`src/rtl/com_pkg.sv`:
```
// Shared definitions for the command sequencer.
// Holds the FSM state encoding, the default parameter values and a helper that
// sizes the retry counter.
package com_pkg;

  typedef enum logic [1:0] {
    StIdle = 2'd0,
    StLoad = 2'd1,
    StReq  = 2'd2
  } state_e;

  localparam int unsigned NCmdDefault     = 32;
  localparam int unsigned IdxWDefault     = 5;
  localparam int unsigned AddrWDefault    = 8;
  localparam int unsigned DataWDefault    = 8;
  localparam int unsigned MaxRetryDefault = 3;

  // ceil(log2(max_retry + 1)), floored at one bit so the counter always exists.
  function automatic int unsigned retry_width(input int unsigned max_retry);
    return (max_retry == 0) ? 1 : $clog2(max_retry + 1);
  endfunction

endpackage

```
`src/rtl/com_table.sv`:
```
// Command table: combinationally maps a command index to its sub-address and data.
// Ports:
//   idx_i      - command index
//   sub_addr_o - sub-address (index zero-extended)
//   data_o     - data byte (bitwise NOT of the zero-extended index)
module com_table #(
  parameter int unsigned IDX_W  = 5,
  parameter int unsigned ADDR_W = 8,
  parameter int unsigned DATA_W = 8
) (
  input  logic [IDX_W-1:0]  idx_i,
  output logic [ADDR_W-1:0] sub_addr_o,
  output logic [DATA_W-1:0] data_o
);

  always_comb begin
    sub_addr_o = ADDR_W'(idx_i);
    data_o     = ~(DATA_W'(idx_i));
  end

endmodule

```
`src/rtl/com_sequencer.sv`:
```
// Command sequencer: walks a table of N_CMD register writes and hands each one to
// an I2C master, retrying on NACK up to MAX_RETRY times before aborting.
// Ports:
//   I2C_clk, reset        - clock, asynchronous active-high reset
//   Start                 - begin a sequence (only honoured when idle)
//   Ack, Nack             - completion status of the current write from the master
//   Write                 - write request to the master
//   SubAddrL, data        - sub-address and data of the current command
//   CmdIdx                - index of the current command
//   Busy, Done, Error     - not idle / one-cycle success pulse / sticky abort flag
module com_sequencer
  import com_pkg::*;
#(
  parameter int unsigned N_CMD     = NCmdDefault,
  parameter int unsigned IDX_W     = IdxWDefault,
  parameter int unsigned ADDR_W    = AddrWDefault,
  parameter int unsigned DATA_W    = DataWDefault,
  parameter int unsigned MAX_RETRY = MaxRetryDefault
) (
  input  logic              I2C_clk,
  input  logic              reset,
  input  logic              Start,
  input  logic              Ack,
  input  logic              Nack,
  output logic              Write,
  output logic [ADDR_W-1:0] SubAddrL,
  output logic [DATA_W-1:0] data,
  output logic [IDX_W-1:0]  CmdIdx,
  output logic              Busy,
  output logic              Done,
  output logic              Error
);

  localparam int unsigned        RetryW   = retry_width(MAX_RETRY);
  localparam logic [RetryW-1:0]  MaxRetry = RetryW'(MAX_RETRY);
  localparam logic [IDX_W-1:0]   LastIdx  = IDX_W'(N_CMD - 1);

  state_e              state_q, state_d;
  logic [IDX_W-1:0]    cmd_idx_q, cmd_idx_d;
  logic [RetryW-1:0]   retry_q, retry_d;
  logic [ADDR_W-1:0]   sub_addr_q, sub_addr_d, tbl_sub_addr;
  logic [DATA_W-1:0]   data_q, data_d, tbl_data;
  logic                write_q, write_d;
  logic                busy_q, busy_d;
  logic                done_q, done_d;
  logic                error_q, error_d;

  com_table #(
    .IDX_W  (IDX_W),
    .ADDR_W (ADDR_W),
    .DATA_W (DATA_W)
  ) u_table (
    .idx_i      (cmd_idx_q),
    .sub_addr_o (tbl_sub_addr),
    .data_o     (tbl_data)
  );

  always_comb begin
    state_d    = state_q;
    cmd_idx_d  = cmd_idx_q;
    retry_d    = retry_q;
    sub_addr_d = sub_addr_q;
    data_d     = data_q;
    error_d    = error_q;
    done_d     = 1'b0;

    unique case (state_q)
      StIdle: begin
        if (Start) begin
          cmd_idx_d = '0;
          retry_d   = '0;
          error_d   = 1'b0;
          state_d   = StLoad;
        end
      end
      StLoad: begin
        sub_addr_d = tbl_sub_addr;
        data_d     = tbl_data;
        state_d    = StReq;
      end
      StReq: begin
        // Ack wins when the master reports both in the same cycle.
        if (Ack) begin
          if (cmd_idx_q == LastIdx) begin
            done_d  = 1'b1;
            state_d = StIdle;
          end else begin
            cmd_idx_d = cmd_idx_q + IDX_W'(1);
            retry_d   = '0;
            state_d   = StLoad;
          end
        end else if (Nack) begin
          if (retry_q == MaxRetry) begin
            error_d = 1'b1;
            state_d = StIdle;
          end else begin
            // Re-enter LOAD so Write drops for one cycle before the retry.
            retry_d = retry_q + RetryW'(1);
            state_d = StLoad;
          end
        end
      end
      default: state_d = StIdle;
    endcase

    // Outputs are registered from the next state so they line up with it.
    write_d = (state_d == StReq);
    busy_d  = (state_d != StIdle);
  end

  always_ff @(posedge I2C_clk or posedge reset) begin
    if (reset) begin
      state_q    <= StIdle;
      cmd_idx_q  <= '0;
      retry_q    <= '0;
      sub_addr_q <= '0;
      data_q     <= '0;
      write_q    <= 1'b0;
      busy_q     <= 1'b0;
      done_q     <= 1'b0;
      error_q    <= 1'b0;
    end else begin
      state_q    <= state_d;
      cmd_idx_q  <= cmd_idx_d;
      retry_q    <= retry_d;
      sub_addr_q <= sub_addr_d;
      data_q     <= data_d;
      write_q    <= write_d;
      busy_q     <= busy_d;
      done_q     <= done_d;
      error_q    <= error_d;
    end
  end

  assign Write    = write_q;
  assign SubAddrL = sub_addr_q;
  assign data     = data_q;
  assign CmdIdx   = cmd_idx_q;
  assign Busy     = busy_q;
  assign Done     = done_q;
  assign Error    = error_q;

endmodule

```
`config.mk`:
```
export PLATFORM = sky130hd
export DESIGN_NAME = com_sequencer
export DESIGN_NICKNAME = d
export VERILOG_FILES = /design/src/rtl/com_pkg.sv /design/src/rtl/com_table.sv /design/src/rtl/com_sequencer.sv
export SDC_FILE = /design/constraint.sdc
export NUM_CORES = 1
export LEC_CHECK = 0
export CAP_MARGIN = 20
export CORE_AREA = 2 2 52 54
export DETAILED_ROUTE_END_ITERATION = 16
export DIE_AREA = 0 0 54 56
export GPL_ROUTABILITY_DRIVEN = 0
export PLACE_DENSITY = 0.78
export RECOVER_POWER = 50
export SKIP_CTS_REPAIR_TIMING = 1
export SYNTH_ARGS = -nofsm -noshare
export SYNTH_HDL_FRONTEND = slang
export SYNTH_SLANG_ARGS = --single-unit
```
`constraint.sdc`:
```
create_clock -name I2C_clk -period 2.28 [get_ports I2C_clk]
set_input_delay 0.342 -clock I2C_clk [delete_from_list [all_inputs] [get_ports I2C_clk]]
set_output_delay 0.342 -clock I2C_clk [all_outputs]
set_load 0.03 [all_outputs]
```
==> impl_metrics.json <==
{
  "drc": 0,
  "dieArea_sq_mm": 0.00302,
  "clock_sinks": 24,
  "drt_pass1_iterations": 3,
  "cp_common_cell": "ha_1",
  "drive_gt1_frac": 0.133,
  "totalPowerFinal_mw": 1.57,
  "antenna_cells": 0,
  "clock.fmax_mhz": 542,
  "crit_chain": "ha_1, and3_1, ha_1, nand4bb_1, or4b_1, nand2_1",
  "synth_edf_count": 0,
  "path_class": "reg2reg",
  "area_growth_pct": 29.3,
  "portBuffers": 26,
  "chipWidth_microns": 54,
  "p_per_area_mw_per_mm2": 1130,
  "yosysSeqAreaShare": 0.557,
  "clock_path_buffers": 2,
  "ys_seq_elements": 24,
  "maxCapViolCount": 0,
  "hpwlAfterDp_microns": 1390,
  "synth-main-ff-cell": "dfrtp_1",
  "crit_arrival_ns": 2.10,
  "clk_latency_ns": 0.31,
  "setup_violations": 0,
  "final_nets": 129,
  "cts_tree": "yes",
  "post-route-min-period_ns": 1.85,
  "nFillCells": 220,
  "fin_worst_skew_ns": 0.00296,
  "syn_inst": 92,
  "min-delay-start": "retry_q[0]$_DFFE_PP0P_",
  "yosysWarnings": 0,
  "final-max-slew-violation-count": 0,
  "end_kind": "register",
  "fin_crit_sh": 0.810,
  "cp-startpoint": "CmdIdx[0]$_DFFE_PP0P_",
  "antenna_found_initial": 0,
  "yosysUniqueCellTypes": 29,
  "grt_use_met3": 0.0161,
  "grt_first_pass_wirelength_microns": 3190,
  "setup_tns_ns": 0,
  "tightest_slew_ns": 1.22,
  "initial_core_util": 0.443,
  "finalHoldViolations": 0,
  "die_h_microns": 56,
  "grt_pass1_vias": 762,
  "grt-ovfl-total": 0,
  "slowest_delay_ns": 0.51,
  "rr_startpoint": "CmdIdx[0]$_DFFE_PP0P_",
  "core_region_area_sq_mm": 0.00243,
  "routed_via_density": 4.93,
  "ioPinCount": 30,
  "crit_path_max_fanout": 3,
  "rsz0062_at_grt": "no",
  "status": "complete, no violations",
  "layout.cells.non_filler": 150,
  "worst_path_dominant_cell_family": "simple AND/OR/NAND/NOR gates",
  "drt_iter0_drc": 2,
  "rrSetupSlack_ns": 0.43,
  "path_clk_slew_ns": 0.12,
  "peakVddDrop_uv": 697,
  "max-slew-margin-rel": 0.186,
  "async_reset_ff_frac": 1.00,
  "gr-usage-met2": 0.244,
  "ff2ff_path_depth": 6,
  "postSynthAreaPerCell_sq_um": 11.7,
  "h-tree-depth": 1,
  "wl_per_cell_microns": 12.0,
  "whs_path_depth": 1,
  "hold_class": "reg2reg",
  "hold_end": "retry_q[0]$_DFFE_PP0P_",
  "reg2reg_to": "CmdIdx[3]$_DFFE_PP0P_",
  "leakage_nw": 0.662,
  "wirelength_microns": 1800,
  "critPathLaunchType": "register",
  "netlist_area_sq_mm": 0.00108,
  "antenna_left": 0,
  "critPathBufInv": 0,
  "grt_max_degree": 25,
  "gr-usage-met1": 0.168,
  "top_usage_layer": "met2",
  "cts_root_buf": "clkbuf_4",
  "num_rows": 18,
  "numCtsBuffers": 3,
  "worst_ep_required_time_ns": 2.53,
  "grt_usage": 0.139,
  "vias": 740,
  "cp_slowest_cell": "or4b_1",
  "dp.cells": 146
}
cell type report:
| cell class | count | area (sq um) | share of cell area |
|---|---|---|---|
| clock buffers | 4 | 36.3 | 0.0261 |
| inverters | 5 | 18.8 | 0.0135 |
| multi-input cells | 56 | 409 | 0.294 |
| flip-flops and latches | 24 | 601 | 0.431 |
| well taps | 30 | 37.5 | 0.0270 |
| repair buffers | 31 | 290 | 0.208 |
registers in the layout (all words and copies together), names as in the netlist:
register and flops:
state_q 2, Write 1, Done 1, retry_q 2, SubAddrL 5, Error 1, CmdIdx 5, Busy 1
data 6
where the power goes:
group / switching [mW] / internal (mW) / leakage (nW)
Clock: 0.120 / 0.0975 / 0.0210
Combinational: 0.422 / 0.318 / 0.336
Sequential: 0.0741 / 0.544 / 0.305
cells in the final DEF, fill, tap and decap left out, types with 2 or more instances in the layout:
cell             count
clkbuf_4             3
nand3_1              4
clkdlybuf4s50_1     25
nand2b_1             3
conb_1               3
clkbuf_1             2
mux2i_1              3
nor2_1               2
nand2_1             11
o21ai_0              7
buf_4                3
ha_1                 3
mux2_2               5
inv_1                5
dfrtp_1             24
synthesized netlist by cell type (2+ instances only):
| master | number | area (sq um) |
|---|---|---|
| o21ai_0 | 7 | 35.0 |
| inv_1 | 5 | 18.8 |
| nor2_1 | 2 | 7.51 |
| nand2b_1 | 3 | 18.8 |
| nand3_1 | 4 | 20.0 |
| nand2_1 | 11 | 41.3 |
| buf_2 | 3 | 15.0 |
| buf_4 | 5 | 37.5 |
| ha_1 | 3 | 37.5 |
| dfrtp_1 | 24 | 601 |
| mux2i_1 | 3 | 30.0 |
| mux2_2 | 5 | 56.3 |
metal layers:
metal / routed length [microns] / share of wire
met5: 0 / 0
met4: 21 / 0.012
met3: 99 / 0.055
met2: 918 / 0.51
met1: 761 / 0.42
stage by stage:
stage               setup slack, ns  hold slack [ns]  instance area [sq um]   util
floorplan                     0.189            0.357                   1080      -
global placement              0.452            0.461                   1360  0.561
detailed placement            0.409            0.491                   1360  0.561
CTS                           0.416            0.362                   1400  0.576
global route                  0.318            0.532                   1390  0.573
finish                        0.433            0.506                   1390  0.573
worst max path at each step:
stage                                          to  slack (ns)  depth (start not counted)
after floorplan             CmdIdx[3]$_DFFE_PP0P_        0.19                          7
after CTS                   CmdIdx[3]$_DFFE_PP0P_        0.42                          6
final                       CmdIdx[3]$_DFFE_PP0P_        0.43                          6
after global routing      SubAddrL[2]$_DFFE_PP0P_        0.32                          3
after detailed placement   retry_q[0]$_DFFE_PP0P_        0.41                          4
after global placement     retry_q[1]$_DFFE_PP0P_        0.45                          4
logic make-up after synthesis:
group / synth area share
flops: 0.557
simple gates: 0.160
other cells: 0.00348
mux: 0.0801
fa+ha+maj: 0.0348
compound gates: 0.0941
buf+inv: 0.0697
worst reg2reg max path, stage by stage, from the launching register on:
cell       delay [ns]
dfrtp_1          0.40
ha_1             0.21
and3_1           0.18
ha_1             0.20
nand4bb_1        0.20
or4b_1           0.51
nand2_1          0.08
(Power assumes the default switching activity.)
